File: config.mk
export PLATFORM = sky130hd
export DESIGN_NAME = chip8_mem_arbiter
export DESIGN_NICKNAME = d
export VERILOG_FILES = /design/src/rtl/chip8_mem_arbiter.sv
export SDC_FILE = /design/constraint.sdc
export NUM_CORES = 1
export LEC_CHECK = 0
export ABC_CLOCK_PERIOD_IN_PS = 3100
export BUFFER_PORTS_ARGS = -buffer_cell sky130_fd_sc_hd__buf_2
export CAP_MARGIN = 10
export CELL_PAD_IN_SITES_DETAIL_PLACEMENT = 0
export CELL_PAD_IN_SITES_GLOBAL_PLACEMENT = 1
export CORE_MARGIN = 8
export CORE_UTILIZATION = 24
export DETAILED_ROUTE_END_ITERATION = 8
export PLACE_DENSITY_LB_ADDON = 0.1
export SYNTH_ARGS = -nofsm -noshare
export SYNTH_HDL_FRONTEND = slang
export SYNTH_SLANG_ARGS = --single-unit
File: constraint.sdc
create_clock -name clk -period 3.1 [get_ports clk]
set_clock_uncertainty 0.1 [all_clocks]
set_input_delay 0.31 -clock clk [delete_from_list [all_inputs] [get_ports clk]]
set_output_delay 0.31 -clock clk [all_outputs]
set_load 0.01 [all_outputs]
File: src/rtl/chip8_mem_arbiter.sv
// rtl/chip8_mem_arbiter.sv - VID/PPU/CPU arbiter for the single-port CHIP-8 RAM.
// Optional stall counters are compiled in with MEM_ARB_STATS_EN.
module chip8_mem_arbiter #(
    parameter int ADDR_W       = 12,
    parameter int DATA_W       = 8,
    parameter int LOCK_TIMEOUT = 64,
    parameter int PROTECT_TOP  = 12'h200
) (
    input  logic              clk,
    input  logic              reset,
    input  logic              vid_req,
    input  logic [ADDR_W-1:0] vid_addr,
    output logic              vid_gnt,
    output logic              vid_rvalid,
    input  logic              ppu_req,
    input  logic              ppu_we,
    input  logic              ppu_lock,
    input  logic [ADDR_W-1:0] ppu_addr,
    input  logic [DATA_W-1:0] ppu_wdata,
    output logic              ppu_gnt,
    output logic              ppu_rvalid,
    input  logic              cpu_req,
    input  logic              cpu_we,
    input  logic [ADDR_W-1:0] cpu_addr,
    input  logic [DATA_W-1:0] cpu_wdata,
    output logic              cpu_gnt,
    output logic              cpu_rvalid,
    output logic              cpu_wr_fault,
    output logic [DATA_W-1:0] mem_rdata,
    output logic [ADDR_W-1:0] ram_addr,
    output logic [DATA_W-1:0] ram_wdata,
    output logic              ram_we,
    output logic              ram_re,
    input  logic [DATA_W-1:0] ram_rdata,
`ifdef MEM_ARB_STATS_EN
    input  logic              stats_clr,
    output logic [15:0]       ppu_stall_cnt,
    output logic [15:0]       cpu_stall_cnt,
`endif
    output logic              locked,
    output logic              lock_timeout
);

    typedef enum logic {ST_UNLOCKED, ST_LOCKED} lock_state_e;
    typedef enum logic {RR_PPU, RR_CPU} rr_owner_e;

    localparam logic [ADDR_W-1:0] PROT_ADDR = ADDR_W'(PROTECT_TOP);
    localparam logic [6:0]        LOCK_LAST = 7'(LOCK_TIMEOUT - 1);

    lock_state_e state_q, state_d;
    rr_owner_e   last_rr_q, last_rr_d;
    logic [6:0]  lock_cnt_q, lock_cnt_d;
    logic        lock_timeout_q, lock_timeout_d;
    logic        vid_rvalid_q, vid_rvalid_d;
    logic        ppu_rvalid_q, ppu_rvalid_d;
    logic        cpu_rvalid_q, cpu_rvalid_d;
    logic        cpu_wr_fault_q, cpu_wr_fault_d;
    logic        cpu_wr_blocked;

    assign locked         = (state_q == ST_LOCKED);
    assign cpu_wr_blocked = cpu_we && (cpu_addr < PROT_ADDR);

    // While locked the PPU wins any non-VID cycle; the CPU is shut out.
    always_comb begin
        vid_gnt = 1'b0;
        ppu_gnt = 1'b0;
        cpu_gnt = 1'b0;
        if (!reset) begin
            if (vid_req) begin
                vid_gnt = 1'b1;
            end else if (ppu_req && (locked || !cpu_req || last_rr_q == RR_CPU)) begin
                ppu_gnt = 1'b1;
            end else if (cpu_req && !locked) begin
                cpu_gnt = 1'b1;
            end
        end
    end

    always_comb begin
        ram_addr  = '0;
        ram_wdata = '0;
        ram_we    = 1'b0;
        ram_re    = 1'b0;
        if (vid_gnt) begin
            ram_addr = vid_addr;
            ram_re   = 1'b1;
        end else if (ppu_gnt) begin
            ram_addr  = ppu_addr;
            ram_wdata = ppu_we ? ppu_wdata : '0;
            ram_we    = ppu_we;
            ram_re    = !ppu_we;
        end else if (cpu_gnt) begin
            // A blocked write is still granted so the CPU never stalls on it.
            ram_addr  = cpu_addr;
            ram_wdata = (cpu_we && !cpu_wr_blocked) ? cpu_wdata : '0;
            ram_we    = cpu_we && !cpu_wr_blocked;
            ram_re    = !cpu_we;
        end
    end

    always_comb begin
        state_d        = state_q;
        lock_cnt_d     = lock_cnt_q;
        lock_timeout_d = 1'b0;
        case (state_q)
            ST_UNLOCKED: begin
                lock_cnt_d = '0;
                if (ppu_gnt && ppu_lock) begin
                    state_d = ST_LOCKED;
                end
            end
            ST_LOCKED: begin
                if ((ppu_gnt && !ppu_lock) || (!ppu_req && !ppu_lock)) begin
                    state_d    = ST_UNLOCKED;
                    lock_cnt_d = '0;
                end else if (lock_cnt_q == LOCK_LAST) begin
                    state_d        = ST_UNLOCKED;
                    lock_cnt_d     = '0;
                    lock_timeout_d = 1'b1;
                end else begin
                    lock_cnt_d = lock_cnt_q + 7'd1;
                end
            end
            default: begin
                state_d    = ST_UNLOCKED;
                lock_cnt_d = '0;
            end
        endcase
    end

    always_comb begin
        last_rr_d = last_rr_q;
        if (ppu_gnt) begin
            last_rr_d = RR_PPU;
        end else if (cpu_gnt) begin
            last_rr_d = RR_CPU;
        end
        vid_rvalid_d   = vid_gnt;
        ppu_rvalid_d   = ppu_gnt && !ppu_we;
        cpu_rvalid_d   = cpu_gnt && !cpu_we;
        cpu_wr_fault_d = cpu_gnt && cpu_wr_blocked;
    end

    always_ff @(posedge clk) begin
        if (reset) begin
            state_q        <= ST_UNLOCKED;
            lock_cnt_q     <= '0;
            lock_timeout_q <= 1'b0;
            last_rr_q      <= RR_CPU;
            vid_rvalid_q   <= 1'b0;
            ppu_rvalid_q   <= 1'b0;
            cpu_rvalid_q   <= 1'b0;
            cpu_wr_fault_q <= 1'b0;
        end else begin
            state_q        <= state_d;
            lock_cnt_q     <= lock_cnt_d;
            lock_timeout_q <= lock_timeout_d;
            last_rr_q      <= last_rr_d;
            vid_rvalid_q   <= vid_rvalid_d;
            ppu_rvalid_q   <= ppu_rvalid_d;
            cpu_rvalid_q   <= cpu_rvalid_d;
            cpu_wr_fault_q <= cpu_wr_fault_d;
        end
    end

    assign vid_rvalid   = vid_rvalid_q;
    assign ppu_rvalid   = ppu_rvalid_q;
    assign cpu_rvalid   = cpu_rvalid_q;
    assign cpu_wr_fault = cpu_wr_fault_q;
    assign lock_timeout = lock_timeout_q;
    assign mem_rdata    = ram_rdata;

`ifdef MEM_ARB_STATS_EN
    logic [15:0] ppu_stall_q, ppu_stall_d;
    logic [15:0] cpu_stall_q, cpu_stall_d;

    // Saturating counts of cycles spent waiting with req high.
    always_comb begin
        ppu_stall_d = ppu_stall_q;
        cpu_stall_d = cpu_stall_q;
        if (ppu_req && !ppu_gnt && ppu_stall_q != 16'hFFFF) begin
            ppu_stall_d = ppu_stall_q + 16'd1;
        end
        if (cpu_req && !cpu_gnt && cpu_stall_q != 16'hFFFF) begin
            cpu_stall_d = cpu_stall_q + 16'd1;
        end
    end

    always_ff @(posedge clk) begin
        if (reset || stats_clr) begin
            ppu_stall_q <= '0;
            cpu_stall_q <= '0;
        end else begin
            ppu_stall_q <= ppu_stall_d;
            cpu_stall_q <= cpu_stall_d;
        end
    end

    assign ppu_stall_cnt = ppu_stall_q;
    assign cpu_stall_cnt = cpu_stall_q;
`endif

endmodule

==> results.yml, run 1 <==
placement:
  portBuffers: 90
  dp_cells: 244
  place.gp.congestion: 0.743
  dp_hpwl_um: 3430
  placed_cell_area_um2: 1460
global_route:
  grt_first_pass_wirelength_um: 6440
  overflow: 0
  grt_usage: 0.119
  grt_max_degree: 15
  antenna_found_initial: 0
  grt_pass1_vias: 1373
routing:
  wl_per_cell_um: 16.6
  drt-initial-drc-count: 35
  wl_um: 4110
  antenna_left: 0
  vias: 1228
  vias_per_cell: 4.95
  dr.pass1.iters: 4
  drc: 0
setup_path:
  r2r-end: "locked"
  crit_type: "flip-flop to output pin"
  r2r_start: "lock_cnt_q[0]"
  r2r_cells: 4
  crit_arrival_ns: 1.95
  regToRegSetupSlack_ns: 1.42
  worst_setup_path_start_kind: "flip-flop"
  critPathRequiredTime_ns: 2.69
  critPathMaxStageDelay_ns: 0.56
  worstSetupEndpointType: "output pin"
  critPathSlowestCell: "or3b_1"
  crit_chain: "or3b_1 -> and3_1 -> a2bb2o_4 -> buf_2"
  cp_max_fo: 14
cells_and_area:
  ff_latch_area_um2: 280
  synthToLayoutAreaGrowth_pct: 45.0
  multi_input_area_um2: 642
  fillerInstances: 457
  n_antenna_cell: 0
  drive_above_1_share: 0.546
  layoutNonFillerInstCount: 248
  nNetsFinal: 266
  design_area_um2: 1510
floorplanning:
  std_cell_rows: 24
  start_util: 0.244
  io_pins: 107
  die_y_um: 81.9
  fp.dieW_um: 81.9
  die_area_um2: 6710
  core_um2: 4260
clock_network:
  cts_sinks: 14
  cts_tree: "built"
  cts_buffers: 3
  clock_tree.buffer_depth: 2
  cts_root_buffer: "clkbuf_8"
  clk_pin_slew_ns: 0.06
  htreeDepth: 1
  ctsHoldBuffers: 0
  post_cts_resized: 0
  cts_setup_buffers: 0
  insertion_delay_ns: 0.24
synthesis:
  synth_fp_nets: 187
  syn_area_um2: 1040
  netlist.area_leader.share: 0.269
  async_flop_share: 0
  synth_flop_cell: "dfxtp_1"
  ys_ff_latch: 14
  synth.most_common_cell: "dfxtp_1"
  ys_types: 34
  yosysSeqAreaShare: 0.269
  synth_edf_count: 0
  ys_top_cells_by_area: "dfxtp_1, a221o_1, and3_1"
  yosysWarnings: 0
  syn_area_per_cell_um2: 8.83
  synth_common_cells: "dfxtp_1, and3_1, a221o_1, nand3_1, buf_4"
  netlist_instances: 118
  synth_area_leader_cell: "dfxtp_1"
pwr:
  power_per_cell_area_nw_per_um2: 318
  ir_drop_mv: 0.133
  total_leakage_power_nw: 0.806
status:
  status: "finished clean"
sta:
  layout_min_cycle_time_ns: 2.36
  hold_slack_ns: 0.153
  finalHoldViolations: 0
  relSlewSlack: 0.536
  fmax_mhz: 423
  rsz0062_at_grt: "no"
  drv_slew: 0
  period_share: 0.762
  tightestPinTransition_ns: 0.692
  fin_tns_setup_ns: 0
  setup_violations: 0
flow_run:
  cap_violations: 0
worst_hold_path:
  hold_path_class: "primary input to flip-flop"
  holdPathStages: 2
  hold_start: "ppu_we"
  min_to: "ppu_rvalid"
stage by stage:
stage	util	power (W)	setup WS [ns]
after global routing	0.354	0.000505	0.643
after floorplan	-	0.000255	1.32
after detailed placement	0.342	0.000310	0.814
after CTS	0.354	0.000485	0.758
final	0.354	0.000480	0.738
after global placement	0.342	0.000308	0.886
worst max-delay path by stage:
stage                              end  depth (start not counted)     from  slack (ns)
final                     ram_wdata[6]                          4   locked        0.74
after floorplan           ram_addr[10]                          4   locked        1.32
after detailed placement  ram_wdata[1]                          5  vid_req        0.81
after CTS                 ram_wdata[6]                          4   locked        0.76
after global placement    ram_wdata[4]                          5  vid_req        0.89
after global routing      ram_wdata[6]                          4   locked        0.64
metal layers:
| metal | routed length (um) | vias up | track usage | part of all wire |
|---|---|---|---|---|
| li1 | - | 601 | - | - |
| met1 | 1400 | 570 | 0.110 | 0.34 |
| met2 | 2350 | 47 | 0.235 | 0.57 |
| met3 | 288 | 10 | 0.0350 | 0.070 |
| met4 | 66 | 0 | 0.0509 | 0.016 |
| met5 | 0 | - | 0 | 0 |
power by group:
group	total [W]	switching [W]	internal, W	leakage, nW
sequential	0.000186	0.00000245	0.000183	0.114
clock	0.000175	0.0000627	0.000112	0.0288
combinational	0.000119	0.0000581	0.0000611	0.663
total	0.000480	0.000123	0.000357	0.806
worst max-delay path, delay by kind of cell (launching register included):
family,cells,cell delay (ns)
buffers and inverters,1,0.13
flip-flops,1,0.37
AO/OA/AOI/OAI,1,0.26
AND/OR/NAND/NOR,2,0.95
layout make-up:
cell class	instances	area share
Inverter	5	0.0124
Timing Repair Buffer	90	0.298
Tap cell	52	0.0430
Sequential cell	14	0.185
Multi-Input combinational cell	83	0.425
Clock buffer	4	0.0364
cells in the final DEF, fill, tap and decap left out, drive strengths merged:
cell	n
o21ai	2
buf	90
nor3	6
a2bb2o	1
or3	2
a211o	1
and3	13
xnor2	1
dfxtp	14
or4b	1
nor4b	2
a211oi	1
xor2	2
nand2	5
o2bb2ai	7
a221o	12
nor4	1
ha	1
nand2b	2
clkbuf	4
nand3	12
nor3b	2
o221ai	1
inv	5
or3b	1
nor2	5
a41o	1
o32ai	1
flip-flops by register name, indices dropped and copies added, names as in the netlist:
signal / flops
cpu_rvalid: 1
locked: 1
cpu_wr_fault: 1
lock_timeout: 1
last_rr_q: 1
lock_cnt_q: 7
ppu_rvalid: 1
vid_rvalid: 1
kinds of logic after synthesis:
family,Yosys count,share of synthesized area
xor+xnor,3,0.0252
compound gates,27,0.250
simple gates,52,0.329
buf+inv,21,0.115
flops,14,0.269
fa+ha+maj,1,0.0120
Power figures use the tool's default switching activity.
==> run 2: changes to the inputs <==
--- a/config.mk
+++ b/config.mk
@@ -5,13 +5,13 @@
 export SDC_FILE = /design/constraint.sdc
 export NUM_CORES = 1
 export LEC_CHECK = 0
-export ABC_CLOCK_PERIOD_IN_PS = 3100
+export ABC_CLOCK_PERIOD_IN_PS = 2200
 export BUFFER_PORTS_ARGS = -buffer_cell sky130_fd_sc_hd__buf_2
 export CAP_MARGIN = 10
 export CELL_PAD_IN_SITES_DETAIL_PLACEMENT = 0
 export CELL_PAD_IN_SITES_GLOBAL_PLACEMENT = 1
 export CORE_MARGIN = 8
-export CORE_UTILIZATION = 24
+export CORE_UTILIZATION = 23
 export DETAILED_ROUTE_END_ITERATION = 8
 export PLACE_DENSITY_LB_ADDON = 0.1
 export SYNTH_ARGS = -nofsm -noshare
==> constraint.sdc (replaced) <==
create_clock -name clk -period 2.2 [get_ports clk]
set_clock_uncertainty 0.1 [all_clocks]
set_input_delay 0.22 -clock clk [delete_from_list [all_inputs] [get_ports clk]]
set_output_delay 0.22 -clock clk [all_outputs]
set_load 0.01 [all_outputs]
==> results.yml, run 2 (synthesis gave the netlist of run 1 again) <==
status:
  status: "finished clean"
setup_path:
  worst_setup_path_start_kind: "flip-flop"
  crit_arrival_ns: 1.73
  crit_type: "flip-flop to output pin"
  r2r_cells: 5
  critPathRequiredTime_ns: 1.88
  cp_max_fo: 14
  worstSetupEndpointType: "output pin"
pwr:
  total_power_w: 0.000672
  switching_power_w: 0.000167
  power_per_cell_area_nw_per_um2: 437
  swShare: 0.248
  seqPwrFrac: 0.389
  total_leakage_power_nw: 0.821
  ir_drop_mv: 0.177
  clock_power_share: 0.359
  cell_internal_pwr_w: 0.000505
  combPwrFrac: 0.252
cells_and_area:
  n_antenna_cell: 0
  largest_register_ffs: 7
  nNetsFinal: 269
  layoutNonFillerInstCount: 251
  layout_commonest_cell: "buf_2"
  drive_above_1_share: 0.563
  mostFrequentLayoutCells: "buf_2, dfxtp_1, nand3_1, and3_1, a221o_1"
  synthToLayoutAreaGrowth_pct: 47.5
  max_flop_register: "lock_cnt_q"
floorplanning:
  core_um2: 4350
  start_util: 0.239
  die_y_um: 83.3
  die_area_um2: 6940
  fp.dieW_um: 83.3
  io_pins: 107
  std_cell_rows: 24
sta:
  period_share: 0.933
  rsz0062_at_grt: "no"
  fmax_mhz: 487
  relSlewSlack: 0.723
  finalHoldViolations: 0
  setup_violations: 0
  drv_slew: 0
  setup_ws_ns: 0.147
  tightestPinTransition_ns: 0.415
  layout_min_cycle_time_ns: 2.05
  fin_tns_setup_ns: 0
  hold_slack_ns: 0.0687
clock_network:
  htreeDepth: 1
  cts_buffers: 3
  insertion_delay_ns: 0.24
  cts_tree: "built"
  clock_tree.buffer_depth: 2
  clk_pin_slew_ns: 0.06
  post_cts_resized: 1
  cts_sinks: 14
  cts_setup_buffers: 0
  cts_root_buffer: "clkbuf_8"
  ctsHoldBuffers: 0
routing:
  drt-initial-drc-count: 40
  dr.pass1.iters: 4
  vias_per_cell: 4.89
  wl_um: 3950
  vias: 1227
  drc: 0
  antenna_left: 0
  wl_per_cell_um: 15.7
global_route:
  antenna_found_initial: 0
  grt_first_pass_wirelength_um: 6420
  overflow: 0
  grt_max_degree: 15
  grt_pass1_vias: 1375
  grt_usage: 0.109
placement:
  place.gp.congestion: 0.700
  dp_cells: 247
  portBuffers: 90
  dp_slack_ns: 0.231
  dp_hpwl_um: 3360
flow_run:
  cap_violations: 0
worst_hold_path:
  holdPathStages: 2
  hold_path_class: "primary input to flip-flop"
==> run 2: changes by cell type in the layout (fill, tap and decap cells not counted) <==
cell,change
and3_2,+1
buf_4,+3
or3b_4,+1
or3b_1,-1
and3_1,-1
==> run 2: area by class of cell <==
type	count	area, um^2
fillers	475	2820
multi-input cells	83	646
repair buffers	93	473
flip-flops and latches	14	280
well taps	52	65.1
clock buffers	4	55.1
inverters	5	18.8
==> run 2: path summary, 6_finish.rpt <==
kind              endpoint           from  slack [ns]
max           ram_wdata[6]         locked        0.15
min             ppu_rvalid         ppu_we        0.07
max reg2reg         locked  lock_cnt_q[0]        0.83
min reg2reg  lock_cnt_q[0]  lock_cnt_q[0]        0.37
==> run 2: worst max-delay path: stages, from the launching register on <==
cell and delay, ns:
dfxtp_1 0.35, or3b_4 0.46, and3_2 0.31, a2bb2o_4 0.23, buf_2 0.13
==> run 2: metrics by stage <==
step                      cell area (um^2)  utilization
final                                 1540        0.353
after global routing                  1540        0.353
after CTS                             1540        0.353
after detailed placement              1480        0.340
after global placement                1480        0.340
after floorplan                       1040            -
==> run 2: layer usage <==
metal	global-route usage	wire, um	vias to the layer above
li1	-	-	612
met1	0.103	1470	559
met2	0.211	2130	44
met3	0.0332	262	12
met4	0.0431	89	0
met5	0	0	-
==> run 2: power by group through the flow <==
stage	sequential, W	combinational, W	clock (W)
detailed placement	0.000267	0.000171	0
finish	0.000262	0.000169	0.000241
global placement	0.000267	0.000170	0
CTS	0.000262	0.000172	0.000248
global route	0.000262	0.000187	0.000260
floorplan	0.000268	0.0000911	0
